`config.mk`:
```
export PLATFORM = sky130hd
export DESIGN_NAME = mux_scan
export DESIGN_NICKNAME = d
export VERILOG_FILES = /design/src/rtl/mux_scan_pkg.sv /design/src/rtl/mux_scan_tick.sv /design/src/rtl/mux_scan.sv
export SDC_FILE = /design/constraint.sdc
export NUM_CORES = 1
export LEC_CHECK = 0
export ABC_AREA = 1
export BUFFER_PORTS_ARGS = -buffer_cell sky130_fd_sc_hd__buf_2
export CAP_MARGIN = 40
export CORE_MARGIN = 1
export CORE_UTILIZATION = 25
export CTS_CLUSTER_SIZE = 25
export DETAILED_ROUTE_END_ITERATION = 8
export HOLD_SLACK_MARGIN = 0.08
export PLACE_DENSITY = 0.47
export RECOVER_POWER = 50
export SLEW_MARGIN = 0
export SYNTH_ARGS = -nofsm -noshare
export SYNTH_HDL_FRONTEND = slang
export SYNTH_SLANG_ARGS = --single-unit
```
`constraint.sdc`:
```
create_clock -name clk -period 3.4 [get_ports clk]
set_clock_uncertainty 0.2 [all_clocks]
set_input_delay 0.34 -clock clk [delete_from_list [all_inputs] [get_ports clk]]
set_output_delay 0.34 -clock clk [all_outputs]
set_load 0.05 [all_outputs]
```
`src/rtl/mux_scan_pkg.sv`:
```
// Shared constants and helpers for the scanning channel multiplexer.
package mux_scan_pkg;

  localparam logic MODE_MANUAL = 1'b0;
  localparam logic MODE_SCAN   = 1'b1;

  // Elaboration-time ceil(log2(v)); loop bound keeps the shift inside int range.
  function automatic int clog2(input int v);
    int r;
    r = 0;
    for (int i = 0; i < 31; i++) begin
      if ((1 << i) < v) r = i + 1;
    end
    return r;
  endfunction

endpackage

```
`src/rtl/mux_scan_tick.sv`:
```
// Scan prescaler: counts 0..DIV-1 while enabled, tick is high during count DIV-1.
// clr forces the count back to 0 on the next enabled edge.
module scan_tick
  import mux_scan_pkg::*;
#(
  parameter int DIV = 16
) (
  input  logic clk,
  input  logic rst,
  input  logic en,
  input  logic clr,
  output logic tick
);

  localparam int CW = (DIV > 1) ? clog2(DIV) : 1;
  localparam logic [CW-1:0] TOP = CW'(DIV - 1);

  logic [CW-1:0] cnt_q, cnt_d;

  always_comb begin
    cnt_d = cnt_q + 1'b1;
    if (clr || cnt_q == TOP) cnt_d = '0;
  end

  always_ff @(posedge clk) begin
    if (rst) begin
      cnt_q <= '0;
    end else if (en) begin
      cnt_q <= cnt_d;
    end
  end

  assign tick = (cnt_q == TOP);

endmodule

```
`src/rtl/mux_scan.sv`:
```
// N-channel mux with manual select or timed auto-scan; all data outputs registered, 1-cycle latency.
// wrap is decoded from registered state and is high during the cycle whose edge moves the pointer N-1 -> 0.
module mux_scan
  import mux_scan_pkg::*;
#(
  parameter int W   = 5,
  parameter int N   = 4,
  parameter int DIV = 16,
  localparam int SW = clog2(N)
) (
  input  logic           clk,
  input  logic           rst,
  input  logic           en,
  input  logic           mode,
  input  logic [SW-1:0]  sel,
  input  logic [N*W-1:0] din,
  output logic [W-1:0]   dout,
  output logic [SW-1:0]  cur_sel,
  output logic [N-1:0]   onehot,
  output logic           wrap
);

  localparam logic [N-1:0]  ONE  = {{(N-1){1'b0}}, 1'b1};
  localparam logic [SW-1:0] LAST = SW'(N - 1);

  logic [W-1:0]  dout_q, dout_d;
  logic [SW-1:0] cur_sel_q, cur_sel_d;
  logic [N-1:0]  onehot_q, onehot_d;
  logic [SW-1:0] ptr_q, ptr_d;
  logic          tick;

  scan_tick #(.DIV(DIV)) u_tick (
    .clk  (clk),
    .rst  (rst),
    .en   (en),
    .clr  (mode == MODE_MANUAL),
    .tick (tick)
  );

  always_comb begin
    dout_d    = dout_q;
    cur_sel_d = cur_sel_q;
    onehot_d  = onehot_q;
    ptr_d     = ptr_q;
    if (mode == MODE_SCAN) begin
      dout_d    = din[int'(ptr_q) * W +: W];
      cur_sel_d = ptr_q;
      onehot_d  = ONE << ptr_q;
      if (tick) ptr_d = (ptr_q == LAST) ? '0 : ptr_q + 1'b1;
    end else begin
      // Pointer parks at 0 so the next scan entry starts from channel 0.
      ptr_d = '0;
      if (int'(sel) < N) begin
        dout_d    = din[int'(sel) * W +: W];
        cur_sel_d = sel;
        onehot_d  = ONE << sel;
      end
    end
  end

  always_ff @(posedge clk) begin
    if (rst) begin
      dout_q    <= '0;
      cur_sel_q <= '0;
      onehot_q  <= ONE;
      ptr_q     <= '0;
    end else if (en) begin
      dout_q    <= dout_d;
      cur_sel_q <= cur_sel_d;
      onehot_q  <= onehot_d;
      ptr_q     <= ptr_d;
    end
  end

  assign dout    = dout_q;
  assign cur_sel = cur_sel_q;
  assign onehot  = onehot_q;
  assign wrap    = !rst && en && (mode == MODE_SCAN) && tick && (ptr_q == LAST);

endmodule

```
Word level (Yosys, flattened, before mapping) --
Cells that the tools add are included.
Operators by class: muxes and demuxes 7, multipliers 2, add/sub/neg operators 2, reduce and logical (&&, ||, !) cells 7, eq/ne operators 3, shift-type cells 4, bitwise logic cells 1
Operator list (count):
- 20-bit by 6-bit indexed part select with 5-bit output | 2
- 2-bit by 3-bit multiplier with 5-bit output (second input constant) | 2
- 2-bit two-way mux | 4
- 4-bit two-way mux | 2
- 1-bit by 2-bit << shifter with 4-bit output (first input constant) | 2
- 5-bit two-way mux | 1
- 4-bit by 1-bit adder with 4-bit output (second input constant) | 1
- 4-bit == test (second input constant) | 1
- 1-bit logical AND | 4
- 2-bit by 1-bit adder with 2-bit output (second input constant) | 1
- 2-bit == test (second input constant) | 1
- 2-bit by 1-bit != test with 1-bit output (second input constant) | 1
- 2-bit AND reduction | 1
- 1-bit logical NOT | 1
- 1-bit logical OR | 1
- 1-bit NOT | 1
Storage, ports and cells: bits in registers 17, output and inout port bits 12

Longest topological paths before layout --
depth after elaboration 5, gate-level depth with buffers 9, mapped depth without buffers 8

Modules after synthesis --
From an unflattened synthesis, not the netlist that was laid out.
Second synthesis, totals: cell total of the unflattened synthesis 154, area total of the unflattened synthesis 1018.5 um^2
By module, submodules not included:
- mux_scan | area each 818.3 um^2, cells each 124, sequential area each 260.2 um^2, times used 1
- scan_tick | area each 200.2 um^2, cells each 30, sequential area each 80.1 um^2, times used 1

Worst setup path before layout --
No wires, ideal clock.
path type input-to-output, start input en, end output wrap, path slack 720 ps, data arrival time 2140 ps, required time 2860 ps, stages 3, cells stage by stage buf_2 nand2_1 nor4_1
Between the ends: cells in the longest elaborated chain, start to end 4
RTL lines:
- start, declared | line mux_scan.sv:13 | input logic en,
- 1-bit logical AND (4 in series) | line mux_scan.sv:78 | assign wrap = !rst && en && (mode == MODE_SCAN) && tick && (ptr_q == LAST);
- end, declared | line mux_scan.sv:20 | output logic wrap
Every way passes these cells.

Final worst setup path --
start input rst, end output wrap
Between the ends: cells in the longest elaborated chain, start to end 5
RTL lines:
- start, declared | line mux_scan.sv:12 | input logic rst,
- 1-bit logical NOT | line mux_scan.sv:78
- 1-bit logical AND (4 in series) | line mux_scan.sv:78
Every way passes these cells.

==> out/qor.txt <==
register bit count reported by yosys = 17
net total in the final layout = 194
# resized after CTS = 0
Final setup viols = 0
Worst slew margin = 59.95%
Worst-Skew Late Latency = 0.25 ns
Reg area = 340.3 um^2
HPWL after DPL = 1810 um
TritonCTS clock tree = yes
Worst Tran Pin Value = 0.6033 ns
power consumption = 0.4953 mW
register area share after synthesis = 34.30%
Root Buffer = clkbuf_8
FF-to-FF setup slack = 1.86 ns
CTS Sinks = 17
fin crit period = 2.065 ns
syn_nets = 160
fill count = 451
post-route non-filler standard cell count = 213
Post-CTS Setup Inserts = 0
Setup CP Type = input port to output pin
largest net degree at the start of global routing = 21
distinct cell type count after synthesis = 24
arrival time worst endpoint = 1.52 ns
number of cells on the worst reg-to-reg path = 5
average wire per standard cell = 11.38 um
worst min path class = input port to flip-flop
Hold Startpoint = rst
CP Capture Type = output pin
Routed Wire Length = 2423 um
Rows = 22
Critical Path End = wrap
Crit Path Max Fanout = 13
Starting DRT DRC Count = 44
Syn Std Cell Area = 992.2 um^2
CP Launch Type = input port
Die W = 65 um
capturing point of the worst reg2reg path = u_tick.cnt_q[2]
first-pass GRT wire length = 4091 um
R2R Path Start = u_tick.cnt_q[0]
vias in the first global route = 882
final core utilization = 31.65%
Placed Cells = 209
Critical Path Source = rst
area of the multi-input gates = 515.5 um^2
initial antenna violation count = 0
CP Data Required Time = 2.86 ns
Initial Utilization = 26.50%
# IOs = 38
layout cells sized above 1 = 26.06%
max-slew violations = 0
Worst IR Drop VDD = 0.1146 mV
clk buf depth = 2
Core Footprint = 0.003744 mm^2
final RePlAce weighted congestion = 0.7277
Final ANT Viol Nets = 0
Static Leak = 0.5604 nW
via count = 974
Area contributors post-synth = dfxtp_1, nand3_1, nand2_1
f_max = 484.3 MHz
Mean Syn Cell Area = 7.517 um^2
status = complete, no violations
RSZ-0062 raised after global routing = no
setup TNS after final layout = 0 ns
grt total ovfl = 0
Die ar. = 0.004225 mm^2
PwrDens = 418.0 mW/mm^2
total global routing track utilization = 12.72%
Syn Inst Count = 132
top cell type by total area after synthesis = dfxtp_1
antenna cells = 0
Worst Setup Slack, final = 1.335 ns
Max-Cap Viols = 0
CTS Hold Bufs = 0
input/output buffers = 37
number of remaining DRC errors = 0
Fin. Hold Viols = 0
period utilization = 60.73%
most frequent cells in the layout = buf_2, nand3_1, nand2_1, dfxtp_1, nor2_1
Initial DRT Pass Iterations = 4
CTS buffer count = 3
clk slew on worst S/H paths = 0.06 ns
post-synth top area share = 34.30%
Place WS = 1.287 ns
vias per cell = 4.573
Die Y = 65 um
CTS HTree Levels = 1
most common cell after layout, fill and taps aside = buf_2
P&R area growth vs syn = 19.42%
YS warnings = 0
[cell families after synthesis]
| kind of cell | synth area share, % |
|---|---|
| xor+xnor | 1.766 |
| flops | 34.30 |
| simple gates | 37.83 |
| fa+ha+maj | 2.522 |
| buf+inv | 12.36 |
| compound gates | 11.22 |
[sequential cells by signal (all words and copies together), names as in the netlist]
name and count:
dout 5, onehot 4, cur_sel 2, u_tick.cnt_q 4, ptr_q 2
[layout make-up]
class	count	share of cell area, %
inverter	11	4.118
multi-input combinational	96	43.51
clock buffer	4	3.801
timing repair buffer	37	14.78
sequential	17	28.72
tap	48	5.069
[power breakdown]
group | total (mW) | switching [mW] | internal [mW]
Combinational | 0.122 | 0.0863 | 0.0361
Sequential | 0.220 | 0.00839 | 0.212
Clock | 0.152 | 0.0692 | 0.0832
Total | 0.495 | 0.164 | 0.331
[metrics by stage]
| step | hold slack (ns) | area [um^2] |
|---|---|---|
| 3_3_place_gp | 0.2664 | 1164 |
| 2_1_floorplan | 0.2124 | 992.2 |
| 5_1_grt | 0.1519 | 1185 |
| 3_5_place_dp | 0.2771 | 1164 |
| 4_1_cts | 0.08349 | 1209 |
| 6_report | 0.1412 | 1185 |
[critical path, cell delays in order]
cell,delay (ns)
clkbuf_1,0.11
inv_1,0.28
nand2_1,0.19
nor4_1,0.28
buf_2,0.31
[layer usage]
| metal | vias to the layer above | wire (um) | GRT usage, % | share of wire, % |
|---|---|---|---|---|
| met1 | 436 | 1166 | 16.53 | 48 |
| li1 | 505 | - | - | - |
| met3 | 5 | 130 | 1.056 | 5.4 |
| met2 | 28 | 1065 | 19.92 | 44 |
| met5 | - | 0 | 0 | 0 |
| met4 | 0 | 61 | 8.333 | 2.5 |
[Yosys cell counts]
master	count
inv_8	1
o21ai_0	9
a21oi_2	1
nor2_1	16
xor2_1	2
nor3_1	2
buf_6	4
nand3_1	28
o211ai_1	2
a21oi_1	2
or2_1	1
o31ai_1	1
dfxtp_1	17
buf_8	1
nand2_1	16
ha_1	2
buf_2	2
nor4_1	1
o31ai_2	2
nand2_4	4
nand2_2	6
clkbuf_1	1
nand3_2	1
inv_1	10
[worst min-delay path by stage]
stage / cells after the start / to / slack (ns)
5_1_grt: 2 / ptr_q[1] / 0.15
3_5_place_dp: 2 / cur_sel[0] / 0.28
2_1_floorplan: 1 / ptr_q[1] / 0.21
6_report: 2 / ptr_q[1] / 0.14
3_3_place_gp: 2 / cur_sel[0] / 0.27
4_1_cts: 2 / ptr_q[1] / 0.08
No activity file was read; power rests on OpenSTA's default activity.
